--- config.mk ---
export PLATFORM = sky130hd
export DESIGN_NAME = dma_register_port
export DESIGN_NICKNAME = d
export VERILOG_FILES = /design/src/rtl/dma_register_port.sv
export SDC_FILE = /design/constraint.sdc
export NUM_CORES = 1
export LEC_CHECK = 0
export CORE_MARGIN = 4
export CORE_UTILIZATION = 45
export CTS_CLUSTER_SIZE = 8
export DETAILED_ROUTE_END_ITERATION = 7
export HOLD_SLACK_MARGIN = 0.15
export PLACE_DENSITY = 0.76
export SLEW_MARGIN = 10
export SYNTH_ARGS = -nofsm -noshare
export SYNTH_HDL_FRONTEND = slang
export SYNTH_SLANG_ARGS = --single-unit
--- constraint.sdc ---
create_clock -name clock -period 11.2 [get_ports clock]
set_input_delay 1.12 -clock clock [delete_from_list [all_inputs] [get_ports clock]]
set_output_delay 1.12 -clock clock [all_outputs]
set_load 0.03 [all_outputs]
--- src/rtl/dma_register_port.sv ---
// Program-register port of an 8237A-style DMA controller: decodes CPU I/O
// cycles, holds channel registers and merges end-of-transfer updates.
module dma_register_port (
    input  logic        clock,
    input  logic        reset,
    input  logic        nCS,
    input  logic        nIOR,
    input  logic        nIOW,
    input  logic        HLDA,
    input  logic [3:0]  ADDR,
    input  logic [7:0]  data_in,
    output logic [7:0]  data_out,
    output logic        data_oe,
    input  logic [3:0]  dreq,
    input  logic        upd_valid,
    input  logic [1:0]  upd_ch,
    input  logic [15:0] upd_addr,
    input  logic [15:0] upd_count,
    input  logic        upd_tc,
    output logic [7:0]  command,
    output logic [23:0] mode,
    output logic [3:0]  mask,
    output logic [3:0]  req_reg,
    output logic [63:0] cur_addr,
    output logic [63:0] cur_count
);

    logic        acc;
    logic        wr_pend, rd_pend, wr_commit, rd_commit;
    logic [3:0]  wr_addr, rd_addr;
    logic [7:0]  wr_data;
    logic        bp;
    logic [3:0]  tc;
    logic [63:0] base_addr, base_count;

    logic        bp_n;
    logic [3:0]  tc_n, mask_n, req_n;
    logic [7:0]  cmd_n;
    logic [23:0] mode_n;
    logic [63:0] ba_n, bc_n, ca_n, cc_n;
    logic        autoinit;
    logic [5:0]  upd_ofs, wr_ofs, rd_ofs;

    assign acc       = !nCS && !HLDA;
    assign data_oe   = acc && !nIOR;
    assign wr_commit = wr_pend && nIOW;
    assign rd_commit = rd_pend && nIOR;
    assign upd_ofs   = {upd_ch, 4'b0000};
    assign wr_ofs    = {wr_addr[2:1], bp, 3'b000};
    assign rd_ofs    = {ADDR[2:1], bp, 3'b000};

    always_comb begin
        autoinit = 1'b0;
        for (int c = 0; c < 4; c++)
            if (upd_ch == c[1:0])
                autoinit = mode[6*c+2];
    end

    always_comb begin
        data_out = 8'h00;
        if (data_oe) begin
            if (!ADDR[3])
                data_out = ADDR[0] ? cur_count[rd_ofs +: 8] : cur_addr[rd_ofs +: 8];
            else if (ADDR == 4'h8)
                data_out = {dreq | req_reg, tc};
        end
    end

    // Ordering below encodes priority: status-read clear, then core update,
    // then the CPU write, so later assignments win.
    always_comb begin
        bp_n   = bp;
        tc_n   = tc;
        mask_n = mask;
        req_n  = req_reg;
        cmd_n  = command;
        mode_n = mode;
        ba_n   = base_addr;
        bc_n   = base_count;
        ca_n   = cur_addr;
        cc_n   = cur_count;
        if (rd_commit) begin
            if (!rd_addr[3])
                bp_n = ~bp_n;
            else if (rd_addr == 4'h8)
                tc_n = 4'h0;
        end
        if (upd_valid) begin
            ca_n[upd_ofs +: 16] = upd_addr;
            cc_n[upd_ofs +: 16] = upd_count;
            if (upd_tc) begin
                tc_n[upd_ch]  = 1'b1;
                req_n[upd_ch] = 1'b0;
                if (autoinit) begin
                    ca_n[upd_ofs +: 16] = base_addr[upd_ofs +: 16];
                    cc_n[upd_ofs +: 16] = base_count[upd_ofs +: 16];
                end else begin
                    mask_n[upd_ch] = 1'b1;
                end
            end
        end
        if (wr_commit) begin
            if (!wr_addr[3]) begin
                if (wr_addr[0]) begin
                    bc_n[wr_ofs +: 8] = wr_data;
                    cc_n[wr_ofs +: 8] = wr_data;
                end else begin
                    ba_n[wr_ofs +: 8] = wr_data;
                    ca_n[wr_ofs +: 8] = wr_data;
                end
                bp_n = ~bp_n;
            end else begin
                case (wr_addr[2:0])
                    3'd0: cmd_n = wr_data;
                    3'd1: req_n[wr_data[1:0]] = wr_data[2];
                    3'd2: mask_n[wr_data[1:0]] = wr_data[2];
                    3'd3: begin
                        for (int c = 0; c < 4; c++)
                            if (wr_data[1:0] == c[1:0])
                                mode_n[6*c +: 6] = wr_data[7:2];
                    end
                    3'd4: bp_n = 1'b0;
                    3'd5: begin
                        cmd_n  = 8'h00;
                        tc_n   = 4'h0;
                        req_n  = 4'h0;
                        mask_n = 4'hF;
                        bp_n   = 1'b0;
                    end
                    3'd6: mask_n = 4'h0;
                    default: mask_n = wr_data[3:0];
                endcase
            end
        end
    end

    always_ff @(posedge clock or posedge reset) begin
        if (reset) begin
            wr_pend    <= 1'b0;
            rd_pend    <= 1'b0;
            wr_addr    <= 4'h0;
            rd_addr    <= 4'h0;
            wr_data    <= 8'h00;
            bp         <= 1'b0;
            tc         <= 4'h0;
            mask       <= 4'hF;
            req_reg    <= 4'h0;
            command    <= 8'h00;
            mode       <= 24'h0;
            base_addr  <= 64'h0;
            base_count <= 64'h0;
            cur_addr   <= 64'h0;
            cur_count  <= 64'h0;
        end else begin
            if (acc && !nIOW) begin
                wr_pend <= 1'b1;
                wr_addr <= ADDR;
                wr_data <= data_in;
            end else if (nIOW) begin
                wr_pend <= 1'b0;
            end
            if (acc && !nIOR) begin
                rd_pend <= 1'b1;
                rd_addr <= ADDR;
            end else if (nIOR) begin
                rd_pend <= 1'b0;
            end
            bp         <= bp_n;
            tc         <= tc_n;
            mask       <= mask_n;
            req_reg    <= req_n;
            command    <= cmd_n;
            mode       <= mode_n;
            base_addr  <= ba_n;
            base_count <= bc_n;
            cur_addr   <= ca_n;
            cur_count  <= cc_n;
        end
    end

endmodule

==> flow_summary.toml <==
[clock_network]
clkLatencyLatePin_ns = 0.55
cts_tree = "built"
htreeDepth = 2
clock_path_buffers = 3
clkSinkCount = 319
clockRootBuffer = "clkbuf_16"
cts_resized = 0
cts_setup_buffers = 0
clk_pin_slew_worst_paths_ns = 0.05
numCtsBuffers = 45
postCtsHoldBufs = 0

[critical_path]
crit_fanout = 10
crit_path_start_kind = "primary input"
path_class = "in2out"
critPathCaptureType = "output pin"
crit_path_cell_trace = "clkdlybuf4s50_1 -> or3_1 -> inv_1 -> nand3b_1 -> nor2_1 -> a22oi_1 -> o211ai_1 -> clkdlybuf4s50_1"
cp.buffers_inverters = 3
required_ns = 10.08
worstPathArrival_ns = 4.05
path_delay_family = "buffers and inverters"
reg2reg_depth = 9
critical_path.max_stage_delay_ns = 0.74
crit_cells = 8
cp_slowest_cell = "clkdlybuf4s50_1"
cpMostUsedCell = "clkdlybuf4s50_1"

[job]
max-cap-violations = 0

[sta]
setup_viol_count_final = 0
period_needed_ns = 5.17
final.setup.tns_ns = 0
fin_crit_sh_pct = 46.2
maxSlewViolCount = 0
clock.fmax_mhz = 193
clock_skew_ns = 0.0199
hold_viol = 0
tightest_slew_ns = 1.24
rsz0062_at_grt = "false"
timing.hold.ws_ns = 0.464
slew_headroom_pct = 16.7

[die]
die_x_um = 204
dieArea_um2 = 41600
rows = 71
boundaryPins = 235
initial_core_util_pct = 45.8
die_y_um = 204
core_um2 = 37800

[synth]
yosys_register_bits = 319
seq_area_frac_synth_pct = 46.2
synth_cell_type_count = 76
async_flop_share_pct = 100
syn-mean-instance-area_um2 = 9.84
synth_edf_count = 0
ys.flop_type = "dfrtp_1"
syn_inst = 1758
netlist_area_um2 = 17300
yosys_warnings = 0
synth_fp_nets = 1826

[run_status]
status = "complete, no violations"

[detailed_routing]
ant_nets = 0
drt_first_iter_violations = 2653
wl_per_cell_um = 30.1
drt_wl_total_um = 73600
avgViaCountPerCell = 6.84
dr.pass1.iters = 7
vias = 16749
drc = 0

[power_and_ir_drop]
p_per_area_nw_per_um2 = 190
power_leakage_nw = 9.06
ir_drop_mv = 0.188

[cells_and_area]
final_layout_size_suffix_gt1_share_pct = 13.0
area_growth_pct = 22.0
fin_area_um2 = 21100
final_nets = 1990

[worst_hold_path]
worstHoldPathCells = 2
min_path_type = "reg2reg"

[placement]
gp_congestion = 1.05
dpl.hpwl_um = 49800
numPortBuffers = 234
place_area_um2 = 19800

[global_route]
antenna_found_initial = 10
grt-ovfl-total = 0
grt_first_pass_wirelength_um = 109000
grt_pass1_vias = 16598
grt_max_degree = 83
grt_use_total_pct = 34.7
==> layout make-up <==
class / count / area, µm²
fill: 3257 / 16700
multi-input combinational: 1263 / 8560
sequential: 319 / 7990
timing repair buffer: 263 / 2550
clock buffer: 57 / 1210
tap: 511 / 639
inverter: 30 / 123
antenna: 4 / 10.0
clock inverter: 1 / 8.76
==> Yosys cell counts, types with 6 or more instances <==
| cell type | instances | share of area, % |
|---|---|---|
| a21boi_0 | 25 | 1.1 |
| inv_1 | 28 | 0.61 |
| o21ai_1 | 15 | 0.43 |
| a31oi_1 | 22 | 0.80 |
| nand2_1 | 417 | 9.1 |
| buf_4 | 7 | 0.30 |
| or3_1 | 18 | 0.65 |
| o211ai_1 | 13 | 0.56 |
| a221oi_1 | 61 | 3.1 |
| mux2_2 | 66 | 4.3 |
| nor2b_1 | 25 | 0.90 |
| nor2_1 | 25 | 0.54 |
| clkbuf_1 | 86 | 1.9 |
| a41oi_1 | 11 | 0.56 |
| buf_2 | 39 | 1.1 |
| o22ai_1 | 6 | 0.22 |
| a221o_1 | 8 | 0.46 |
| and3_1 | 16 | 0.58 |
| buf_1 | 11 | 0.24 |
| a21o_1 | 18 | 0.78 |
| dfrtp_1 | 315 | 46 |
| o21ai_0 | 139 | 4.0 |
| nand2b_1 | 8 | 0.29 |
| nor3_1 | 12 | 0.35 |
| a22oi_1 | 67 | 2.9 |
| mux4_2 | 63 | 8.2 |
| ha_1 | 10 | 0.72 |
| a22oi_2 | 7 | 0.51 |
| a21oi_1 | 56 | 1.6 |
| nand3_1 | 65 | 1.9 |
| mux2i_1 | 13 | 0.75 |
==> layer usage <==
layer	track usage, %	routed length (µm)	up-vias
li1	-	-	6759
met1	45.2	26000	8152
met2	51.0	31500	1475
met3	11.5	10900	349
met4	19.3	5120	14
met5	1.55	157	-
==> worst paths after layout <==
kind                       slack (ns)            from              to
max                              6.03            nIOR     data_out[3]
min                              0.46  base_count[59]  base_count[59]
max reg2reg                      7.12              bp   cur_count[19]
min reg2reg                      0.46  base_count[59]  base_count[59]
max in group asynchronous        7.69           reset  base_count[34]
min in group asynchronous        1.06           reset      wr_data[3]
==> kinds of logic (layout without fill, tap and decap cells) <==
family / after synthesis / in the layout / share of synthesized area [%]
AO/OA/AOI/OAI: 480 / 480 / 18.9
XOR/XNOR: 2 / 2 / 0.101
adder cells (fa/ha/maj): 10 / 10 / 0.724
buffers and inverters: 176 / 351 / 4.40
flip-flops: 319 / 319 / 46.2
multiplexers: 143 / 143 / 13.3
other: 0 / 4 / 0
AND/OR/NAND/NOR: 628 / 628 / 16.4
==> placed cells by master, fill, tap and decap left out, drive strengths merged, types with 4 or more instances in the layout <==
| cell type | Yosys | routed |
|---|---|---|
| nand2 | 417 | 417 |
| clkbuf | 86 | 57 |
| a21boi | 25 | 25 |
| nor2b | 25 | 25 |
| mux2 | 67 | 67 |
| dfstp | 4 | 4 |
| a21oi | 60 | 60 |
| a22oi | 74 | 74 |
| a31oi | 22 | 22 |
| mux4 | 63 | 63 |
| nor3 | 19 | 19 |
| ha | 10 | 10 |
| and2 | 7 | 7 |
| nand2b | 8 | 8 |
| mux2i | 13 | 13 |
| inv | 30 | 31 |
| or3 | 18 | 18 |
| nand3 | 65 | 65 |
| a21o | 18 | 18 |
| diode | 0 | 4 |
| o21ai | 154 | 154 |
| a221o | 8 | 8 |
| o22ai | 6 | 6 |
| o2111ai | 4 | 4 |
| nor2 | 28 | 28 |
| buf | 60 | 34 |
| o211ai | 14 | 14 |
| a32oi | 4 | 4 |
| dfrtp | 315 | 315 |
| and3 | 16 | 16 |
| a221oi | 62 | 62 |
| clkdlybuf4s50 | 0 | 229 |
| a41oi | 11 | 11 |
| nand4 | 5 | 5 |
==> power by group <==
part	total [W]	switching [W]	internal, W
Sequential	0.00163	0.000254	0.00137
Combinational	0.00115	0.000696	0.000451
Clock	0.00124	0.000497	0.000744
==> worst register-to-register path: stages (launching register included) <==
cell and delay (ns):
dfrtp_1 0.33, buf_4 0.45, inv_1 0.27, ha_1 0.25, ha_1 0.45, nor2b_1 0.36
nand4_1 0.83, nand2_1 0.74, a221oi_1 0.12, a22oi_1 0.20
==> through the flow <==
stage	worst slack (ns)	power [W]	std cells	utilization, %
3_5_place_dp	6.10	0.00274	2385	52.5
6_report	6.03	0.00401	2448	55.9
2_1_floorplan	1.26	0.00223	1758	-
3_3_place_gp	6.15	0.00272	2385	52.5
5_1_grt	5.89	0.00415	2446	55.8
4_1_cts	6.11	0.00398	2443	55.8
Power figures use the tool's default switching activity.
